===== src/rtl/ball_pkg.sv =====
`default_nettype none
// +----------------------------------------------------------------------+
// | ball_pkg: shared types and constants for the handball court control. |
// | Rev 1.0                                                              |
// +----------------------------------------------------------------------+
package ball_pkg;

  typedef enum logic [2:0] {
    IDLE   = 3'd0,
    SERVE  = 3'd1,
    MOVE_R = 3'd2,
    MOVE_L = 3'd3,
    POINT  = 3'd4,
    OVER   = 3'd5
  } state_t;

  localparam logic       LEFT      = 1'b0;
  localparam logic       RIGHT     = 1'b1;
  localparam logic [1:0] SPEED_MAX = 2'd3;

  function automatic logic [3:0] sat_inc(input logic [3:0] v, input logic [3:0] lim);
    return (v >= lim) ? lim : v + 4'd1;
  endfunction

endpackage
`default_nettype wire


===== src/rtl/shift_tick_gen.sv =====
`default_nettype none
// +----------------------------------------------------------------------+
// | shift_tick_gen: clock-enable divider with clear and variable period. |
// | Rev 1.0                                                              |
// +----------------------------------------------------------------------+
module shift_tick_gen #(
  parameter int DIV_W = 26
) (
  input  logic             CLKIN,
  input  logic             RSTN,
  input  logic             clr,
  input  logic [DIV_W-1:0] period,
  output logic             SHIFT_TICK
);

  localparam logic [DIV_W-1:0] c_ONE = DIV_W'(1);

  logic [DIV_W-1:0] r_count;
  logic             w_last;

  // >= rather than == so a shortened period can never strand the count above it
  assign w_last     = (r_count >= (period - c_ONE));
  assign SHIFT_TICK = w_last;

  always_ff @(posedge CLKIN or negedge RSTN) begin
    if (!RSTN) begin
      r_count <= '0;
    end else if (clr || w_last) begin
      r_count <= '0;
    end else begin
      r_count <= r_count + c_ONE;
    end
  end

endmodule
`default_nettype wire


===== src/rtl/ball_shift_ctrl.sv =====
`default_nettype none
// +----------------------------------------------------------------------+
// | ball_shift_ctrl: handball LED court game FSM, paddles and scoring.   |
// | Rev 1.0                                                              |
// +----------------------------------------------------------------------+
module ball_shift_ctrl
  import ball_pkg::*;
#(
  parameter int N_LED      = 8,
  parameter int BASE_DIV   = 50000,
  parameter int DIV_W      = 26,
  parameter int WIN_SCORE  = 9,
  parameter int HOLD_TICKS = 2
) (
  input  logic             CLKIN,
  input  logic             RSTN,
  input  logic             START,
  input  logic             BTN_L,
  input  logic             BTN_R,
  output logic [N_LED-1:0] LED,
  output logic [3:0]       SCORE_L,
  output logic [3:0]       SCORE_R,
  output logic [1:0]       SPEED,
  output logic             SHIFT_TICK,
  output logic             GAME_OVER
);

  localparam int               POS_W       = (N_LED > 1) ? $clog2(N_LED) : 1;
  localparam logic [POS_W-1:0] c_POS_MAX   = POS_W'(N_LED - 1);
  localparam logic [POS_W-1:0] c_POS_ONE   = POS_W'(1);
  localparam logic [3:0]       c_WIN       = 4'(WIN_SCORE);
  localparam logic [3:0]       c_HOLD_LAST = 4'(HOLD_TICKS - 1);
  localparam logic [DIV_W-1:0] c_BASE      = DIV_W'(BASE_DIV);
  localparam logic [N_LED-1:0] c_LED_LSB   = N_LED'(1);

  state_t           r_state, w_state_nxt;
  logic [POS_W-1:0] r_pos, w_pos_nxt;
  logic [1:0]       r_speed, w_speed_nxt;
  logic [3:0]       r_score_l, w_score_l_nxt, r_score_r, w_score_r_nxt;
  logic [3:0]       r_hold, w_hold_nxt;
  logic             r_server, w_server_nxt;
  logic             r_start_d, r_btnl_d, r_btnr_d;
  logic             w_rise_s, w_rise_l, w_rise_r;
  logic             w_hit, w_pt_l, w_pt_r, w_clr, w_tick, w_moving;
  logic [DIV_W-1:0] w_period;

  assign w_rise_s = START & ~r_start_d;
  assign w_rise_l = BTN_L & ~r_btnl_d;
  assign w_rise_r = BTN_R & ~r_btnr_d;
  assign w_moving = (r_state == MOVE_R) || (r_state == MOVE_L);
  assign w_period = w_moving ? (c_BASE >> r_speed) : c_BASE;
  // The divider only runs while the ball moves or the point display blinks
  assign w_clr    = (w_state_nxt != r_state) || w_hit || !(w_moving || (r_state == POINT));

  shift_tick_gen #(.DIV_W(DIV_W)) u_tick (
    .CLKIN      (CLKIN),
    .RSTN       (RSTN),
    .clr        (w_clr),
    .period     (w_period),
    .SHIFT_TICK (w_tick)
  );

  always_comb begin
    w_state_nxt   = r_state;
    w_pos_nxt     = r_pos;
    w_speed_nxt   = r_speed;
    w_score_l_nxt = r_score_l;
    w_score_r_nxt = r_score_r;
    w_server_nxt  = r_server;
    w_hold_nxt    = r_hold;
    w_hit         = 1'b0;
    w_pt_l        = 1'b0;
    w_pt_r        = 1'b0;
    if (w_rise_s) begin
      w_state_nxt   = SERVE;
      w_pos_nxt     = '0;
      w_speed_nxt   = '0;
      w_score_l_nxt = '0;
      w_score_r_nxt = '0;
      w_server_nxt  = LEFT;
      w_hold_nxt    = '0;
    end else begin
      case (r_state)
        SERVE: begin
          if (r_server == LEFT && w_rise_l) begin
            w_state_nxt = MOVE_R;
            w_speed_nxt = '0;
          end else if (r_server == RIGHT && w_rise_r) begin
            w_state_nxt = MOVE_L;
            w_speed_nxt = '0;
          end
        end
        MOVE_R: begin
          if (w_rise_r) begin
            if (r_pos == c_POS_MAX) begin
              w_hit       = 1'b1;
              w_state_nxt = MOVE_L;
              w_speed_nxt = (r_speed == SPEED_MAX) ? SPEED_MAX : r_speed + 2'd1;
            end else begin
              w_pt_l = 1'b1;
            end
          end else if (w_tick) begin
            if (r_pos == c_POS_MAX) w_pt_l = 1'b1;
            else                    w_pos_nxt = r_pos + c_POS_ONE;
          end
        end
        MOVE_L: begin
          if (w_rise_l) begin
            if (r_pos == '0) begin
              w_hit       = 1'b1;
              w_state_nxt = MOVE_R;
              w_speed_nxt = (r_speed == SPEED_MAX) ? SPEED_MAX : r_speed + 2'd1;
            end else begin
              w_pt_r = 1'b1;
            end
          end else if (w_tick) begin
            if (r_pos == '0) w_pt_r = 1'b1;
            else             w_pos_nxt = r_pos - c_POS_ONE;
          end
        end
        POINT: begin
          if (w_tick) begin
            if (r_hold == c_HOLD_LAST) begin
              if (r_score_l == c_WIN || r_score_r == c_WIN) begin
                w_state_nxt = OVER;
              end else begin
                w_state_nxt = SERVE;
                w_pos_nxt   = (r_server == LEFT) ? '0 : c_POS_MAX;
              end
            end else begin
              w_hold_nxt = r_hold + 4'd1;
            end
          end
        end
        default: ;
      endcase
      if (w_pt_l) begin
        w_state_nxt   = POINT;
        w_score_l_nxt = sat_inc(r_score_l, c_WIN);
        w_server_nxt  = RIGHT;
        w_hold_nxt    = '0;
      end
      if (w_pt_r) begin
        w_state_nxt   = POINT;
        w_score_r_nxt = sat_inc(r_score_r, c_WIN);
        w_server_nxt  = LEFT;
        w_hold_nxt    = '0;
      end
    end
  end

  always_ff @(posedge CLKIN or negedge RSTN) begin
    if (!RSTN) r_state <= IDLE;
    else       r_state <= w_state_nxt;
  end

  always_ff @(posedge CLKIN or negedge RSTN) begin
    if (!RSTN) begin
      r_pos     <= '0;
      r_speed   <= '0;
      r_score_l <= '0;
      r_score_r <= '0;
      r_server  <= LEFT;
      r_hold    <= '0;
      r_start_d <= 1'b0;
      r_btnl_d  <= 1'b0;
      r_btnr_d  <= 1'b0;
    end else begin
      r_pos     <= w_pos_nxt;
      r_speed   <= w_speed_nxt;
      r_score_l <= w_score_l_nxt;
      r_score_r <= w_score_r_nxt;
      r_server  <= w_server_nxt;
      r_hold    <= w_hold_nxt;
      r_start_d <= START;
      r_btnl_d  <= BTN_L;
      r_btnr_d  <= BTN_R;
    end
  end

  always_comb begin
    LED = '0;
    case (r_state)
      SERVE, MOVE_R, MOVE_L: LED = c_LED_LSB << r_pos;
      POINT:                 LED = r_hold[0] ? '0 : '1;
      OVER:                  LED = '1;
      default:               LED = '0;
    endcase
  end

  assign SCORE_L    = r_score_l;
  assign SCORE_R    = r_score_r;
  assign SPEED      = r_speed;
  assign SHIFT_TICK = w_tick;
  assign GAME_OVER  = (r_state == OVER);

endmodule
`default_nettype wire

===== config.mk =====
export PLATFORM = sky130hd
export DESIGN_NAME = ball_shift_ctrl
export DESIGN_NICKNAME = d
export VERILOG_FILES = /design/src/rtl/ball_pkg.sv /design/src/rtl/shift_tick_gen.sv /design/src/rtl/ball_shift_ctrl.sv
export SDC_FILE = /design/constraint.sdc
export NUM_CORES = 1
export LEC_CHECK = 0
export BUFFER_PORTS_ARGS = -buffer_cell sky130_fd_sc_hd__clkbuf_2
export CAP_MARGIN = 20
export CORE_ASPECT_RATIO = 0.9
export CORE_MARGIN = 2
export CORE_UTILIZATION = 55
export CTS_CLUSTER_DIAMETER = 60
export CTS_CLUSTER_SIZE = 30
export DETAILED_ROUTE_END_ITERATION = 8
export GPL_TIMING_DRIVEN = 0
export PLACE_DENSITY_LB_ADDON = 0.05
export SLEW_MARGIN = 20
export SYNTH_ARGS = -nofsm -noshare
export SYNTH_HDL_FRONTEND = slang
export SYNTH_SLANG_ARGS = --single-unit

===== constraint.sdc =====
create_clock -name CLKIN -period 3.5 [get_ports CLKIN]
set_input_delay 0.175 -clock CLKIN [delete_from_list [all_inputs] [get_ports CLKIN]]
set_output_delay 0.175 -clock CLKIN [all_outputs]
set_load 0.005 [all_outputs]

After elaboration in Yosys (flattened, before gate mapping)
Cells that the tools add are included.

Flip-flop bits (word level): 50. Logic and storage cells: 147.

$add $sub $neg: 8. $lt $le $gt $ge: 3. Eq/ne operators: 26. Shifts and indexed selects: 2. Multiplexer cells: 69. Bitwise operators: 7. Reduce and logical (&&, ||, !) cells: 21.

Operators by type and width (count): $mux 3 (23); $mux 26 (2); $mux 4 (12); $add 26x1->26 const B (1); $ge 26x26->1 (1); $shr 16x2->26 const A (1); $sub 26x1->26 const B (1); $pmux 8 s3 (1); $ne 3x3->1 const B (7); $mux 1 (18); $ne 3x2->1 const B (6); $mux 2 (8); $reduce_bool 4->1 (4); $add 4x1->4 const B (3); $pmux 3 s4 (1); $reduce_and 10->1 (1); $eq 3x3->1 const B (3); $pmux 3 s3 (1); $eq 4x4->1 const B (2); $ge 4x4->1 const B (2); $mux 8 (1); $shl 1x3->8 const A (1); $eq 3x2->1 const B (2); $logic_or 1x1->1 (6); 21 further kinds (28).

Logic depth before layout (Yosys ltp)
Gate-level depths: netlist of run 1.

Depth in word-level cells: 17. Depth in mapped cells: 20.

Modules after synthesis
A second synthesis of run 1 with hierarchy kept.

Cell total of the unflattened synthesis: 480. Area total of the unflattened synthesis: 4215.3 um^2.

Modules (own cells, without submodules): shift_tick_gen (instances 1, cells an instance 278, area each 2466.1 um^2, sequential area each 650.6 um^2); ball_shift_ctrl (instances 1, cells an instance 202, area each 1749.2 um^2, sequential area each 600.6 um^2).

Worst setup path after synthesis of run 1
No wires, ideal clock.

Path type: reg-to-reg. Start: reg r_state[1]. End: reg r_server. Library setup time: 0.120 ns. Data arrival time: 3.248 ns. Slack: 0.132 ns. Stages on the path, launching flop included: 21. Path buffers: 3. Cell sequence: dfrtp_1 > buf_2 > inv_1 > nor2_1 > clkbuf_1 > nand2_1 > ha_1 > and3_1 > nand2_1 > xnor2_1 > nand2_1 > ha_1 > nand4_1 > nor3_1 > a211oi_1 > o211a_1 > inv_1 > buf_6 > a21oi_1 > nor3_1 > o211a_1.

Cells in the longest elaborated chain, start to end: 11. Elaborated cells between the ends (all ways): 17. Those cells by class: 1 x add/sub; 1 x order compare; 2 x eq/ne; 11 x mux; 2 x reduce/logical.

Ends and longest elaborated chain: from (decl) (RTL line ball_shift_ctrl.sv:36) `state_t r_state, w_state_nxt;`; from (signal assigned) (RTL line ball_shift_ctrl.sv:154) `else r_state <= w_state_nxt;`; $eq 3x2->1 (RTL line ball_shift_ctrl.sv:50) `assign w_moving = (r_state == MOVE_R) || (r_state == MOVE_L);`; $logic_or 1x1->1 (*) (RTL line ball_shift_ctrl.sv:50); $mux 26 (*) (RTL line ball_shift_ctrl.sv:51) `assign w_period = w_moving ? (c_BASE >> r_speed) : c_BASE;`; $sub 26x1->26 (*) (RTL line shift_tick_gen.sv:22) `assign w_last = (r_count >= (period - c_ONE));`; $ge 26x26->1 (*) (RTL line shift_tick_gen.sv:22); net SHIFT_TICK (RTL line ball_shift_ctrl.sv:24) `output logic SHIFT_TICK,`; $mux 1 (RTL line ball_shift_ctrl.sv:116) `end else if (w_tick) begin`; $mux 1 (RTL line ball_shift_ctrl.sv:108) `if (w_rise_l) begin`; $mux 1 (RTL line ball_shift_ctrl.sv:83) `case (r_state)`; $mux 1 (RTL line ball_shift_ctrl.sv:74) `if (w_rise_s) begin`; $mux 1 (RTL line ball_shift_ctrl.sv:143) `if (w_pt_r) begin`; $mux 1 (RTL line ball_shift_ctrl.sv:74); to (signal assigned) (RTL line ball_shift_ctrl.sv:173) `r_server <= w_server_nxt;`; to (decl) (RTL line ball_shift_ctrl.sv:41) `logic r_server, w_server_nxt;`.

Mark *: on every way through the listed nets, which the timed path passes. The rest lies on a longest branch. The select of a mux whose other input is x is not followed. A chain may end at the register's enable or synchronous reset.

Final worst setup path of run 1
Start: reg r_speed[1], in the netlist SPEED[1]. End: reg r_score_r[0], in the netlist SCORE_R[0].

Cells in the longest elaborated chain, start to end: 9.

Ends and longest elaborated chain: from (decl) (RTL line ball_shift_ctrl.sv:38) `logic [1:0] r_speed, w_speed_nxt;`; from (signal assigned) (RTL line ball_shift_ctrl.sv:170) `r_speed <= w_speed_nxt;`; $shr 16x2->26 (RTL line ball_shift_ctrl.sv:51); $mux 26 (RTL line ball_shift_ctrl.sv:51); $sub 26x1->26 (RTL line shift_tick_gen.sv:22); $ge 26x26->1 (RTL line shift_tick_gen.sv:22); $mux 1 (RTL line ball_shift_ctrl.sv:116); $mux 1 (RTL line ball_shift_ctrl.sv:108); $mux 1 (RTL line ball_shift_ctrl.sv:83); $mux 1 (RTL line ball_shift_ctrl.sv:74); $reduce_bool 2->1 (no source line); to (signal assigned) (RTL line ball_shift_ctrl.sv:172) `r_score_r <= w_score_r_nxt;`; to (decl) (RTL line ball_shift_ctrl.sv:39) `logic [3:0] r_score_l, w_score_l_nxt, r_score_r, w_score_r_nxt;`.

No other way between the ends. The select of a mux whose other input is x is not followed.

==> flow_summary.json, run 1 <==
{
  "outcome": "completed",
  "area_growth_pct": 17.3,
  "largest_net_degree_at_the_start_of_global_routing": 51,
  "i_o_pin_total": 25,
  "clk_pin_slew_worst_paths_ns": 0.09,
  "grt-ovfl-total": 0,
  "diodes": 0,
  "finished_layout_cells": 569,
  "die_height_um": 81.1,
  "number_of_placed_instances_taps_included": 549,
  "final_min_period_over_clock_period_pct": 97.7,
  "drt_antenna_net_count": 0,
  "synthMuxAreaShare_pct": 0,
  "synth_top_family_by_area": "simple AND/OR/NAND/NOR gates",
  "p_leak_nw": 1.96,
  "grt_util_all_layers_pct": 23.9,
  "critical_path.max_stage_delay_ns": 0.47,
  "vias": 3220,
  "hold_ws_ns": 0.480,
  "route.detailed.wl_per_inst_um": 14.8,
  "insertion_delay_ns": 0.30,
  "timing.critical_path.mode_cell": "sky130_fd_sc_hd__ha_4",
  "report.final.hold_viol_count": 0,
  "fraction_of_registers_with_async_set_or_reset_after_synthesis_pct": 100,
  "globalplace.congestion": 0.935,
  "slew-limit-headroom_pct": 53.1,
  "grt_antenna_before_repair": 0,
  "cpMaxStageDelayCell": "sky130_fd_sc_hd__dfrtp_2",
  "drt-vias-per-instance": 5.66,
  "cts_tree": "done",
  "worst_setup_path_end_kind": "flip-flop",
  "crit_chain": "ha_1 > nand2_4 > ha_4 > and3_4 > nand3_2 > xnor2_1 > nand2_1 > ha_4 > nand4_1 > nor4_2 > inv_1 > o211a_4 > o21a_1 > nand2b_4 > o211a_1",
  "cp-start-kind": "flip-flop",
  "ys_types": 52,
  "finClkSkew_ns": 0.0102,
  "buffer_ports.inserted": 24,
  "grt_pass1_vias": 3055,
  "placement_rows": 28,
  "power_density_mw_per_mm2": 349,
  "post_synthesis_share_of_cell_area_spent_on_full_adders_half_adders_and_majority_gates_pct": 14.3,
  "ys.warnings.count": 0,
  "highest_achievable_clock_rate_mhz": 292,
  "synth_simple_gate_area_share_pct": 24.1,
  "synth_edf_count": 0,
  "synth_seq_area_share_pct": 34.4,
  "detailed_place_hpwl_um": 5970,
  "core_box_area_mm2": 0.00648,
  "synth_area_in_compound_gates_pct": 14.3,
  "drt_wl_total_um": 8430,
  "most_instantiated_flip_flop_cell_in_the_synthesis_netlist": "sky130_fd_sc_hd__dfrtp_1",
  "worst_ep_arrival_time_ns": 3.61,
  "finalMaxSlewViolations": 0,
  "worstSetupStartpoint": "SPEED[1]",
  "cts-htree-levels": 2,
  "ys_ff_latch": 50,
  "global_route_wire_length_before_repair_um": 14200,
  "cts_root_buffer": "sky130_fd_sc_hd__clkbuf_8",
  "post-route-worst-setup-slack_ns": 0.0790,
  "numClockSinks": 50,
  "critical_path.max_fanout": 6,
  "floorplan.die_area_mm2": 0.00728,
  "synthCells": 426,
  "setup_viol": 0,
  "worstHoldPathType": "in -> async",
  "synthesis.area_per_instance_um2": 8.54,
  "first_pass_iters": 5,
  "path_delay_family": "simple AND/OR/NAND/NOR gates",
  "timing.rr.start": "SPEED[1]",
  "mappedNetlistArea_mm2": 0.00364,
  "die_w_um": 89.7,
  "cts_buffer_depth": 2,
  "max-vdd-ir-drop_mv": 0.224,
  "numCtsBuffers": 5,
  "max_slew.worst_pin.slew_ns": 0.703,
  "nNetsFinal": 525,
  "crit_required_ns": 3.69,
  "finalCriticalPeriod_ns": 3.42,
  "setup-tns-final_ns": 0,
  "critical_path_class": "reg -> reg",
  "post_synth_xor_area_fraction_pct": 8.19,
  "detailedPlace.worstSlack_ns": -0.648,
  "drt_drc_violations_left": 0,
  "drive_gt1_share_pct": 16.9,
  "cap_violations": 0,
  "n_fill_cell": 580,
  "floorplan.initialDensity_pct": 56.1,
  "critical_path.n_buffers_inverters": 1,
  "drt_first_iter_violations": 205
}
==> per-stage QoR <==
step / total power, mW / area [µm²] / utilization, %
final: 1.49 / 4270 / 65.8
after global routing: 1.59 / 4270 / 65.8
after CTS: 1.46 / 4180 / 64.4
after detailed placement: 1.10 / 3910 / 60.3
after global placement: 1.09 / 3900 / 60.2
after floorplan: 0.967 / 3670 / -
==> cell type report <==
type / count / area (µm²) / share of cell area (%)
plain buffers: 14 / 109 / 2.55
inverters: 18 / 67.6 / 1.58
multi-input cells: 352 / 2410 / 56.5
flip-flops and latches: 50 / 1250 / 29.4
clock buffers: 7 / 76.3 / 1.79
repair buffers: 38 / 238 / 5.57
well taps: 90 / 113 / 2.64
==> final timing paths <==
kind	slack [ns]	end	cells after the start
max	0.08	SCORE_R[0]	15
min	0.48	u_tick.r_count[8]	2
max reg2reg	0.08	SCORE_R[0]	15
min reg2reg	0.52	u_tick.r_count[0]	1
max in group asynchronous	2.51	SPEED[1]	2
min in group CLKIN	0.52	u_tick.r_count[0]	1
==> cell families (layout without fill, tap and decap cells) <==
group,count (synthesis),after routing
other,1,10
buffers and inverters,33,77
AOI/OAI and AO/OA,81,81
DFF,50,50
and+or+nand+nor,186,186
adders and majority gates,41,41
xor gates and xnor gates,34,34
==> sequential cells by signal, summed over array words and instances (netlist names) <==
signal and flops:
r_hold 4, SCORE_R 4, r_btnr_d 1, r_start_d 1
SPEED 2, r_state 3, r_pos 3, r_btnl_d 1
SCORE_L 4, u_tick.r_count 26, r_server 1
==> cell usage in the layout, fill, tap and decap left out, types with 7 or more instances in the layout <==
cell type,synthesis,layout
sky130_fd_sc_hd__a21oi_1,28,27
sky130_fd_sc_hd__and3_1,8,7
sky130_fd_sc_hd__buf_4,1,12
sky130_fd_sc_hd__clkbuf_1,8,8
sky130_fd_sc_hd__clkbuf_2,0,23
sky130_fd_sc_hd__conb_1,1,10
sky130_fd_sc_hd__dfrtp_1,50,48
sky130_fd_sc_hd__ha_1,40,35
sky130_fd_sc_hd__inv_1,18,15
sky130_fd_sc_hd__nand2_1,47,45
sky130_fd_sc_hd__nand3_1,24,23
sky130_fd_sc_hd__nand4_1,7,7
sky130_fd_sc_hd__nor2_1,59,57
sky130_fd_sc_hd__nor3_1,9,7
sky130_fd_sc_hd__o21ai_0,16,14
sky130_fd_sc_hd__xnor2_1,11,11
sky130_fd_sc_hd__xor2_1,23,23
==> synth_stat cells (2+ instances only) <==
library cell	n	share of area (%)
sky130_fd_sc_hd__ha_1	40	14
sky130_fd_sc_hd__buf_6	5	1.5
sky130_fd_sc_hd__and2_1	4	0.69
sky130_fd_sc_hd__o21a_1	3	0.62
sky130_fd_sc_hd__dfrtp_1	50	34
sky130_fd_sc_hd__nand2_1	47	4.9
sky130_fd_sc_hd__nor3_1	9	1.2
sky130_fd_sc_hd__nor2b_1	6	1.0
sky130_fd_sc_hd__xnor2_1	11	2.6
sky130_fd_sc_hd__a311oi_1	2	0.48
sky130_fd_sc_hd__a211oi_1	2	0.41
sky130_fd_sc_hd__nor2_1	59	6.1
sky130_fd_sc_hd__nor4_1	2	0.34
sky130_fd_sc_hd__o31ai_1	7	1.4
sky130_fd_sc_hd__o2bb2ai_1	2	0.48
sky130_fd_sc_hd__nand3b_1	4	0.83
sky130_fd_sc_hd__a31oi_1	2	0.34
sky130_fd_sc_hd__nand4b_1	2	0.48
sky130_fd_sc_hd__and3_1	8	1.4
sky130_fd_sc_hd__o21ai_0	16	2.2
sky130_fd_sc_hd__a21oi_1	28	3.9
sky130_fd_sc_hd__nand4_1	7	1.2
sky130_fd_sc_hd__xor2_1	23	5.5
sky130_fd_sc_hd__o211a_1	3	0.83
sky130_fd_sc_hd__nand2b_1	7	1.2
sky130_fd_sc_hd__or3_1	2	0.34
sky130_fd_sc_hd__o211ai_1	2	0.41
sky130_fd_sc_hd__nand3_1	24	3.3
sky130_fd_sc_hd__clkbuf_1	8	0.83
sky130_fd_sc_hd__a211o_1	2	0.48
sky130_fd_sc_hd__inv_1	18	1.9
==> per-layer routing <==
metal	track usage, %	wire (µm)	up-vias
met5	0	0	-
met4	5.08	67	0
met3	3.06	399	6
met2	39.6	3850	93
met1	34.1	4110	1541
li1	-	-	1580
==> where the power goes <==
part | leakage (nW) | internal (mW) | switching, mW
logic | 1.24 | 0.201 | 0.332
registers | 0.682 | 0.604 | 0.0267
clock network | 0.0383 | 0.138 | 0.186
total | 1.96 | 0.944 | 0.545
==> what timing repair did <==
action | CTS | global route
hold buffers | 3 | 1
gates resized for setup | 27 | 15
pin swaps | 8 | 8
buffers inserted | 8 | 2
endpoints found under the hold margin | 52 | 1
setup endpoints to repair | 46 | 40
Power figures use the tool's default switching activity.
==> run 2, diff against run 1 <==
--- a/config.mk
+++ b/config.mk
@@ -7,7 +7,7 @@
 export LEC_CHECK = 0
 export BUFFER_PORTS_ARGS = -buffer_cell sky130_fd_sc_hd__clkbuf_2
 export CAP_MARGIN = 20
-export CORE_ASPECT_RATIO = 0.9
+export CORE_ASPECT_RATIO = 0.8
 export CORE_MARGIN = 2
 export CORE_UTILIZATION = 55
 export CTS_CLUSTER_DIAMETER = 60
@@ -15,6 +15,7 @@
 export DETAILED_ROUTE_END_ITERATION = 8
 export GPL_TIMING_DRIVEN = 0
 export PLACE_DENSITY_LB_ADDON = 0.05
+export RECOVER_POWER = 100
 export SLEW_MARGIN = 20
 export SYNTH_ARGS = -nofsm -noshare
 export SYNTH_HDL_FRONTEND = slang
==> run 2 against run 1 <==
Net effect:
- die area barely moved
- via count up 2.4%
- final area grew 1.4%
- sequential power increased by 0.6%
- core utilization increased by 2.0 points
- sequential share of layout area is 0.39 points lower
- largest cell class unchanged
- count of clock-buffer cells in the layout down 1
==> flow_summary.json, run 2 (synthesis gave the netlist of run 1 again) <==
{
  "outcome": "completed",
  "critical_path_class": "reg -> reg",
  "numCtsBuffers": 5,
  "largest_net_degree_at_the_start_of_global_routing": 51,
  "power_density_mw_per_mm2": 361,
  "global_route_wire_length_before_repair_um": 14500,
  "drt_wl_total_um": 8950,
  "hold_ws_ns": 0.521,
  "worstHoldPathType": "reg -> reg",
  "largest_reg_flops": 26,
  "die_height_um": 76.7,
  "max-vdd-ir-drop_mv": 0.284,
  "cts_tree": "done",
  "final_min_period_over_clock_period_pct": 97.0,
  "n_fill_cell": 543,
  "floorplan.die_area_mm2": 0.00728,
  "detailedPlace.worstSlack_ns": -0.661,
  "floorplan.initialDensity_pct": 57.0,
  "crit_required_ns": 3.70,
  "cts_root_buffer": "sky130_fd_sc_hd__clkbuf_8",
  "final_instance_area_mm2": 0.00433,
  "cts-htree-levels": 2,
  "mostFrequentLayoutCells": "57 x sky130_fd_sc_hd__nor2_1, 47 x sky130_fd_sc_hd__dfrtp_1, 44 x sky130_fd_sc_hd__nand2_1, 35 x sky130_fd_sc_hd__ha_1, 27 x sky130_fd_sc_hd__a21oi_1",
  "grt_antenna_before_repair": 0,
  "utilization_pct": 67.9,
  "timing.critical_path.mode_cell": "sky130_fd_sc_hd__ha_4",
  "mostFrequentLayoutCell": "sky130_fd_sc_hd__nor2_1",
  "cts_buffer_depth": 2,
  "grt_util_all_layers_pct": 24.9,
  "drive_gt1_share_pct": 17.7,
  "crit_chain": "inv_2 > ha_4 > nor2_4 > and3_4 > nand3_4 > xnor2_2 > nand2_2 > ha_4 > nand4_1 > nor4_2 > inv_1 > o211a_4 > buf_4 > or3_4 > xor2_1 > nor2_1",
  "cp-start-kind": "flip-flop",
  "first_pass_iters": 5,
  "cap_violations": 0,
  "placement_rows": 26,
  "post-route-worst-setup-slack_ns": 0.105,
  "report.final.hold_viol_count": 0,
  "slew-limit-headroom_pct": 15.0,
  "die_w_um": 94.9,
  "p_leak_nw": 1.98,
  "vias": 3298,
  "area_growth_pct": 19.0,
  "number_of_placed_instances_taps_included": 543,
  "worst_setup_path_end_kind": "flip-flop",
  "route.detailed.wl_per_inst_um": 15.8,
  "max_slew.worst_pin.slew_ns": 1.28,
  "i_o_pin_total": 25,
  "finalMaxSlewViolations": 0,
  "critical_path.n_buffers_inverters": 3,
  "grt-ovfl-total": 0,
  "worst_ep_arrival_time_ns": 3.59,
  "highest_achievable_clock_rate_mhz": 295,
  "cpMaxStageDelayCell": "sky130_fd_sc_hd__dfrtp_2",
  "drt_first_iter_violations": 214,
  "core_box_area_mm2": 0.00638,
  "buffer_ports.inserted": 24,
  "insertion_delay_ns": 0.30,
  "placement.cell_area_mm2": 0.00390,
  "setup_viol": 0,
  "drt_drc_violations_left": 0,
  "numClockSinks": 50,
  "finalCriticalPeriod_ns": 3.39,
  "finished_layout_cells": 565,
  "grt_pass1_vias": 3106,
  "critical_path.max_fanout": 6,
  "critical_path.max_stage_delay_ns": 0.47,
  "nNetsFinal": 528,
  "drt_antenna_net_count": 0,
  "finClkSkew_ns": 0.00522,
  "path_delay_family": "simple AND/OR/NAND/NOR gates",
  "detailed_place_hpwl_um": 6140,
  "drt-vias-per-instance": 5.84,
  "clk_pin_slew_worst_paths_ns": 0.09,
  "globalplace.congestion": 0.913,
  "biggest_register": "u_tick.r_count",
  "diodes": 0
}
[run 2: cell count changes in the layout (fill, tap and decap cells not counted), sizes merged]
cell	delta
clkbuf	-1
buf	+3
[run 2: layout make-up]
| cell class | count | area (µm²) | area share, % |
|---|---|---|---|
| multi-input cells | 352 | 2460 | 56.8 |
| plain buffers | 13 | 97.6 | 2.26 |
| flip-flops and latches | 50 | 1250 | 29.0 |
| clock buffers | 6 | 82.6 | 1.91 |
| inverters | 18 | 70.1 | 1.62 |
| repair buffers | 42 | 260 | 6.02 |
| well taps | 84 | 105 | 2.43 |
[run 2: worst paths after layout]
kind                       slack [ns]  depth (start not counted)           endpoint         startpoint
min                              0.52                          1  u_tick.r_count[0]  u_tick.r_count[0]
min reg2reg                      0.52                          1  u_tick.r_count[0]  u_tick.r_count[0]
max                              0.11                         16          r_hold[3]           SPEED[1]
max reg2reg                      0.11                         16          r_hold[3]           SPEED[1]
max in group asynchronous        1.96                          2           SPEED[1]               RSTN
min in group asynchronous        0.68                          2  u_tick.r_count[6]               RSTN
[run 2: per-stage QoR]
step                power [mW]  TNS (ns)
CTS                       1.49         0
global placement          1.09    -20.37
finish                    1.56         0
detailed placement        1.10    -23.71
floorplan                0.967         0
global route              1.66    -0.494
[run 2: where the power goes]
group          switching, mW  internal [mW]
logic                  0.360          0.219
clock network          0.193          0.153
registers             0.0299          0.605
total                  0.583          0.977
[run 2: repair_timing]
item                                    CTS  global route
hold endpoints to repair                 52             1
buffers inserted                          4            10
hold buffers                              3             1
endpoints found under the setup margin   46            46
resized for setup                        20            33
pin swaps                                 3            11
[run 2: per-layer routing]
layer | track usage [%] | part of all wire, % | vias to the layer above
li1 | - | - | 1577
met2 | 38.1 | 47 | 102
met5 | 0 | 0 | -
met1 | 36.5 | 47 | 1613
met3 | 5.21 | 5.4 | 6
met4 | 4.93 | 0.68 | 0
